===== config.mk =====
export PLATFORM = sky130hd
export DESIGN_NAME = motion_segment_controller
export DESIGN_NICKNAME = d
export VERILOG_FILES = /design/src/rtl/motion_segment_controller.sv
export SDC_FILE = /design/constraint.sdc
export NUM_CORES = 2
export LEC_CHECK = 0
export ABC_CLOCK_PERIOD_IN_PS = 13300
export BUFFER_PORTS_ARGS = -buffer_cell sky130_fd_sc_hd__buf_2
export CAP_MARGIN = 20
export CORE_ASPECT_RATIO = 1.25
export CORE_MARGIN = 2
export CORE_UTILIZATION = 37
export CTS_BUF_LIST = sky130_fd_sc_hd__clkbuf_8
export DETAILED_ROUTE_END_ITERATION = 16
export PLACE_DENSITY = 0.64
export SYNTH_ARGS = -nofsm -noshare
export SYNTH_HDL_FRONTEND = slang
export SYNTH_SLANG_ARGS = --single-unit

===== constraint.sdc =====
create_clock -name clk -period 13.3 [get_ports clk]
set_input_delay 2.66 -clock clk [delete_from_list [all_inputs] [get_ports clk]]
set_output_delay 2.66 -clock clk [all_outputs]
set_load 0.02 [all_outputs]

===== src/rtl/motion_segment_controller.sv =====
// Four-axis linear segment generator: Bresenham step/dir/enable sequencing per segment.
// Optional idle motor release is built when MOTION_AUTO_DISABLE_EN is defined.
module motion_segment_controller #(
    parameter int unsigned PULSE_WIDTH  = 4,
    parameter int unsigned DIR_SETUP    = 8
`ifdef MOTION_AUTO_DISABLE_EN
    ,
    parameter int unsigned IDLE_TIMEOUT = 1000000
`endif
) (
    input  logic        clk,
    input  logic        reset_n,
    input  logic        cmd_valid,
    output logic        cmd_ready,
    input  logic [31:0] cmd_dx,
    input  logic [31:0] cmd_dy,
    input  logic [31:0] cmd_dz,
    input  logic [31:0] cmd_de0,
    input  logic [15:0] cmd_period,
    input  logic        abort,
    input  logic        stepper_x_inversion,
    input  logic        stepper_y_inversion,
    input  logic        stepper_z_inversion,
    input  logic        stepper_e0_inversion,
    output logic        stepper_x_step,
    output logic        stepper_y_step,
    output logic        stepper_z_step,
    output logic        stepper_e0_step,
    output logic        stepper_x_direction,
    output logic        stepper_y_direction,
    output logic        stepper_z_direction,
    output logic        stepper_e0_direction,
    output logic        stepper_x_enable,
    output logic        stepper_y_enable,
    output logic        stepper_z_enable,
    output logic        stepper_e0_enable,
    output logic        busy,
    output logic        done,
    output logic        aborted,
    output logic [31:0] ticks_left
);

    localparam logic [31:0] MIN_PERIOD = 32'(2 * PULSE_WIDTH);
    localparam logic [31:0] PW_CYCLES  = 32'(PULSE_WIDTH);
    localparam logic [31:0] DS_CYCLES  = 32'(DIR_SETUP);

    typedef enum logic [2:0] {
        S_IDLE,
        S_SETUP,
        S_STEP_HI,
        S_STEP_LO,
        S_DONE
    } state_t;

    state_t      state_q, state_d;
    logic [31:0] cnt_q, cnt_d;
    logic [31:0] major_q, major_d;
    logic [31:0] eff_period_q, eff_period_d;
    logic [31:0] ticks_left_q, ticks_left_d;
    logic [31:0] mag_q [4];
    logic [31:0] mag_d [4];
    logic [31:0] acc_q [4];
    logic [31:0] acc_d [4];
    logic [3:0]  step_q, step_d;
    logic [3:0]  dir_q, dir_d;
    logic        en_n_q, en_n_d;
    logic        abort_q, abort_d;
    logic        aborted_q, aborted_d;

    logic [31:0] cmd_d [4];
    logic [31:0] mag_in [4];
    logic [32:0] acc_sum [4];
    logic [3:0]  inv_in;
    logic [31:0] major_in;
    logic [31:0] eff_period_in;
    logic        busy_w;
    logic        abort_seen;
    logic        tick_start;
    logic        auto_off;

    // -2^31 has no positive 32-bit counterpart, so it saturates.
    function automatic logic [31:0] abs_sat(input logic [31:0] d);
        if (d == 32'h8000_0000) begin
            return 32'h7FFF_FFFF;
        end else if (d[31]) begin
            return 32'(-d);
        end else begin
            return d;
        end
    endfunction

`ifdef MOTION_AUTO_DISABLE_EN
    logic [31:0] idle_cnt_q, idle_cnt_d;

    always_comb begin
        idle_cnt_d = '0;
        if (state_q == S_DONE || (state_q == S_IDLE && !cmd_valid)) begin
            idle_cnt_d = (idle_cnt_q == IDLE_TIMEOUT) ? idle_cnt_q : idle_cnt_q + 32'd1;
        end
    end

    always_ff @(posedge clk) begin
        if (!reset_n) begin
            idle_cnt_q <= '0;
        end else begin
            idle_cnt_q <= idle_cnt_d;
        end
    end

    assign auto_off = (idle_cnt_d == IDLE_TIMEOUT);
`else
    assign auto_off = 1'b0;
`endif

    always_comb begin
        cmd_d[0] = cmd_dx;
        cmd_d[1] = cmd_dy;
        cmd_d[2] = cmd_dz;
        cmd_d[3] = cmd_de0;
        inv_in   = {stepper_e0_inversion, stepper_z_inversion,
                    stepper_y_inversion, stepper_x_inversion};
        major_in = '0;
        for (int unsigned i = 0; i < 4; i++) begin
            mag_in[i]  = abs_sat(cmd_d[i]);
            acc_sum[i] = {1'b0, acc_q[i]} + {1'b0, mag_q[i]};
            if (mag_in[i] > major_in) begin
                major_in = mag_in[i];
            end
        end
        eff_period_in = ({16'd0, cmd_period} > MIN_PERIOD) ? {16'd0, cmd_period} : MIN_PERIOD;
    end

    always_comb begin
        state_d      = state_q;
        cnt_d        = cnt_q;
        major_d      = major_q;
        eff_period_d = eff_period_q;
        ticks_left_d = ticks_left_q;
        step_d       = step_q;
        dir_d        = dir_q;
        en_n_d       = en_n_q;
        abort_d      = abort_q;
        aborted_d    = aborted_q;
        for (int unsigned i = 0; i < 4; i++) begin
            mag_d[i] = mag_q[i];
            acc_d[i] = acc_q[i];
        end
        tick_start = 1'b0;
        busy_w     = (state_q != S_IDLE) && (state_q != S_DONE);
        abort_seen = abort_q | (abort & busy_w);

        case (state_q)
            S_IDLE: begin
                if (cmd_valid) begin
                    state_d      = S_SETUP;
                    cnt_d        = DS_CYCLES - 32'd1;
                    major_d      = major_in;
                    eff_period_d = eff_period_in;
                    ticks_left_d = major_in;
                    en_n_d       = 1'b0;
                    abort_d      = 1'b0;
                    aborted_d    = 1'b0;
                    for (int unsigned i = 0; i < 4; i++) begin
                        mag_d[i] = mag_in[i];
                        acc_d[i] = major_in >> 1;
                        dir_d[i] = cmd_d[i][31] ^ inv_in[i];
                    end
                end
            end
            S_SETUP: begin
                abort_d = abort_seen;
                if (cnt_q != '0) begin
                    cnt_d = cnt_q - 32'd1;
                end else if (major_q == '0 || abort_seen) begin
                    state_d   = S_DONE;
                    aborted_d = abort_seen && (major_q != '0);
                end else begin
                    tick_start = 1'b1;
                end
            end
            S_STEP_HI: begin
                abort_d = abort_seen;
                if (cnt_q != '0) begin
                    cnt_d = cnt_q - 32'd1;
                end else begin
                    state_d = S_STEP_LO;
                    step_d  = '0;
                    cnt_d   = eff_period_q - PW_CYCLES - 32'd1;
                end
            end
            S_STEP_LO: begin
                abort_d = abort_seen;
                if (cnt_q != '0) begin
                    cnt_d = cnt_q - 32'd1;
                end else if (ticks_left_q == '0 || abort_seen) begin
                    state_d   = S_DONE;
                    aborted_d = abort_seen && (ticks_left_q != '0);
                end else begin
                    tick_start = 1'b1;
                end
            end
            S_DONE: begin
                state_d = S_IDLE;
            end
            default: begin
                state_d = S_IDLE;
            end
        endcase

        // Accumulator update happens on the edge that enters STEP_HI so step rises with it.
        if (tick_start) begin
            state_d      = S_STEP_HI;
            cnt_d        = PW_CYCLES - 32'd1;
            ticks_left_d = ticks_left_q - 32'd1;
            for (int unsigned i = 0; i < 4; i++) begin
                if (acc_sum[i] >= {1'b0, major_q}) begin
                    step_d[i] = 1'b1;
                    acc_d[i]  = 32'(acc_sum[i] - {1'b0, major_q});
                end else begin
                    step_d[i] = 1'b0;
                    acc_d[i]  = acc_sum[i][31:0];
                end
            end
        end

        if (auto_off) begin
            en_n_d = 1'b1;
        end
    end

    always_ff @(posedge clk) begin
        if (!reset_n) begin
            state_q      <= S_IDLE;
            cnt_q        <= '0;
            major_q      <= '0;
            eff_period_q <= '0;
            ticks_left_q <= '0;
            step_q       <= '0;
            dir_q        <= '0;
            en_n_q       <= 1'b1;
            abort_q      <= 1'b0;
            aborted_q    <= 1'b0;
            for (int unsigned i = 0; i < 4; i++) begin
                mag_q[i] <= '0;
                acc_q[i] <= '0;
            end
        end else begin
            state_q      <= state_d;
            cnt_q        <= cnt_d;
            major_q      <= major_d;
            eff_period_q <= eff_period_d;
            ticks_left_q <= ticks_left_d;
            step_q       <= step_d;
            dir_q        <= dir_d;
            en_n_q       <= en_n_d;
            abort_q      <= abort_d;
            aborted_q    <= aborted_d;
            for (int unsigned i = 0; i < 4; i++) begin
                mag_q[i] <= mag_d[i];
                acc_q[i] <= acc_d[i];
            end
        end
    end

    assign cmd_ready            = (state_q == S_IDLE);
    assign busy                 = busy_w;
    assign done                 = (state_q == S_DONE);
    assign aborted              = aborted_q;
    assign ticks_left           = ticks_left_q;
    assign stepper_x_step       = step_q[0];
    assign stepper_y_step       = step_q[1];
    assign stepper_z_step       = step_q[2];
    assign stepper_e0_step      = step_q[3];
    assign stepper_x_direction  = dir_q[0];
    assign stepper_y_direction  = dir_q[1];
    assign stepper_z_direction  = dir_q[2];
    assign stepper_e0_direction = dir_q[3];
    assign stepper_x_enable     = en_n_q;
    assign stepper_y_enable     = en_n_q;
    assign stepper_z_enable     = en_n_q;
    assign stepper_e0_enable    = en_n_q;

endmodule


==> flow_summary.toml <==
[outcome]
status = "finished clean"

[placed_design]
portBuffers = 199
place.gp.congestion = 1.00
hpwl_um = 130000
post-place-ws_ps = 468

[timing]
fmax_ghz = 0.0798
period_share = 0.942
slew_headroom = 0.184
setup_viol = 0
whs_ps = 451
hold_viol = 0
min_period_ps = 12520
worst_slew_pin_slew_ps = 1210
fin_tns_setup_ps = 0
fin_ws_ps = 775
grt_setup_unrepaired = "no"
clock_skew_ps = 64.8
drv_slew = 0

[finish]
mostFrequentLayoutCells = "nor2_1 (542), a21oi_1 (465), nand2_1 (439)"
drive_gt1_frac = 0.111
areaGrowthSynthToFinish_pct = 12.7
layout_commonest_cell = "nor2_1"
fin_nets = 5654

[grt]
overflow = 0
gr-max-usage-layer = "met2"
antenna_found_initial = 7
grt_pass1_vias = 36900
grt_max_degree = 169
grt_usage = 0.313
grt_use_met3 = 0.0424
global_route.usage.met2 = 0.504
grt_pass1_wl_um = 238000
grt_use_met1 = 0.377

[synthesis]
synth_top_flop_cell = "dfxtp_1"
ys_types = 89
synth-seq-cells = 382
ys.warnings.count = 0
synthAdderAreaFrac = 0.128
synth_edf_count = 0
synth_top_family_by_area = "compound AO/OA/AOI/OAI gates"
synth_mux_area_frac = 0.0315
synth_xor_area_frac = 0.0745
syn_avg_cell_area_sq_um = 7.38
ys_seq_area_frac = 0.210
syn-instance-count = 4940
synth_area_sq_um = 36400
synth_nets = 5461
synthSimpleGateAreaFrac = 0.224
synth_compound_area_frac = 0.288
async_flop_share = 0

[die]
core-area_sq_um = 97500
pin_count = 200
rows = 128
die_area_sq_um = 101000
die_y_um = 355
start_util = 0.374
die_x_um = 285

[clock_tree]
clk_pin_slew_ps = 60
clock_latency_ps = 740
cts_setup_buffers = 0
cts_resized = 0
postCtsHoldBufs = 0
cts_root_buf = "clkbuf_8"
cts_buffer_depth = 3
cts_max_level = 3
numCtsBuffers = 73
tritoncts = "yes"
clkSinkCount = 382

[critical_path]
critPathLaunchType = "input pin"
path_common_cell = "buf_4"
crit_arrival_ps = 13100
crit_path_max_incr_delay_ps = 810
path_class = "in -> reg"
path_max_fanout = 23
cp.required_ps = 13870
cp-end-kind = "flip-flop"
slowest_stage = "a2111oi_0"

[drt]
drc = 0
wirelength_um = 164000
num_vias = 39600
postRouteAntennaNets = 0
avgViaCountPerCell = 6.10
dr.pass1.iters = 6
initialDrtViolationCount = 3686
wl_per_cell_um = 25.3

[pwr]
leakage_uw = 0.0178
ir_drop_v = 0.0000903
power-per-cell-area_nw_per_um2 = 231

[flow_run]
drv_cap = 0

[hold_path]
hold_class = "reg -> reg"
## power breakdown
group          internal [uW]  switching (uW)  leakage [uW]
clock network            728             608      0.000894
registers               1370             237       0.00315
logic                   2480            4080        0.0138
total                   4580            4920        0.0178
## flip-flops by register name, summed over array words and instances, names as in the netlist
name               count
state_q                3
abort_q                1
cnt_q                 32
mag_q                128
dir_q                  4
stepper_e0_enable      1
acc_q                128
major_q               32
step_q                 4
eff_period_q          16
aborted                1
ticks_left            32
## synth_stat cells, drive strengths merged (29+ instances only)
cell      n  area, sq um
o21a     63          473
dfxtp   382         7650
a211oi  159         1190
nor2b    36          225
o21ai   330         1660
nand3   119          596
o211ai   55          413
clkbuf  190          714
a21oi   465         2330
nor4     58          393
xor2    116         1020
a21o    135         1010
mux2i    84          841
or2      31          194
a31oi    67          419
and3     47          294
inv     181          679
and2     38          238
buf      38          173
ha      361         4520
o21bai   29          218
nand2   440         1650
or4      31          244
or3      54          343
nand2b   43          269
xnor2   194         1700
nand4    54          338
nor2    548         2060
o31ai    58          435
nor3    170          851
## per-stage QoR
| step | area (sq um) | instances | utilization | power (uW) |
|---|---|---|---|---|
| after floorplan | 36400 | 4940 | - | 6070 |
| after global placement | 39500 | 6357 | 0.405 | 8000 |
| after detailed placement | 39500 | 6357 | 0.405 | 8000 |
| after CTS | 41100 | 6489 | 0.421 | 9370 |
| after global routing | 41100 | 6491 | 0.421 | 10100 |
| final | 41100 | 6492 | 0.421 | 9500 |
## critical path: cells and delay by family
family | cells | cell delay, ps
adder cells (fa/ha/maj) | 3 | 830
multiplexers | 1 | 680
AND/OR/NAND/NOR | 17 | 5050
buffers and inverters | 7 | 1380
AO/OA/AOI/OAI | 8 | 2460
## logic make-up (layout without fill, tap and decap cells)
logic type               Yosys count  after routing
AO/OA/AOI/OAI                   1628           1628
XOR/XNOR                         310            310
adder cells (fa/ha/maj)          369            369
buffers and inverters            412            662
flip-flops                       382            382
multiplexers                     111            111
other                              0              2
AND/OR/NAND/NOR                 1728           1728
## area by class of cell
cell class              instances  area, sq um
clock inverters                40          347
clock buffers                  92         1270
diodes                          2         5.00
repair buffers                346         2180
well taps                    1300         1630
inverters                     184          698
multi-input cells            4146        27300
fillers                     10200        56500
flip-flops and latches        382         7650
## per-layer routing
layer / vias up / share of wire
met5: - / 0.00021
met4: 6 / 0.088
met3: 499 / 0.068
met2: 1791 / 0.45
met1: 18600 / 0.40
li1: 18700 / -
## worst paths after layout
path	slack [ps]	cells past startpoint	to	start
worst min register to register	450	2	cnt_q[7]	cnt_q[7]
worst max-delay path	780	36	acc_q[0][28]	cmd_dy[15]
worst min-delay path	450	2	cnt_q[7]	cnt_q[7]
worst max register to register	6290	23	acc_q[1][4]	mag_q[1][0]
Power figures use the tool's default switching activity.
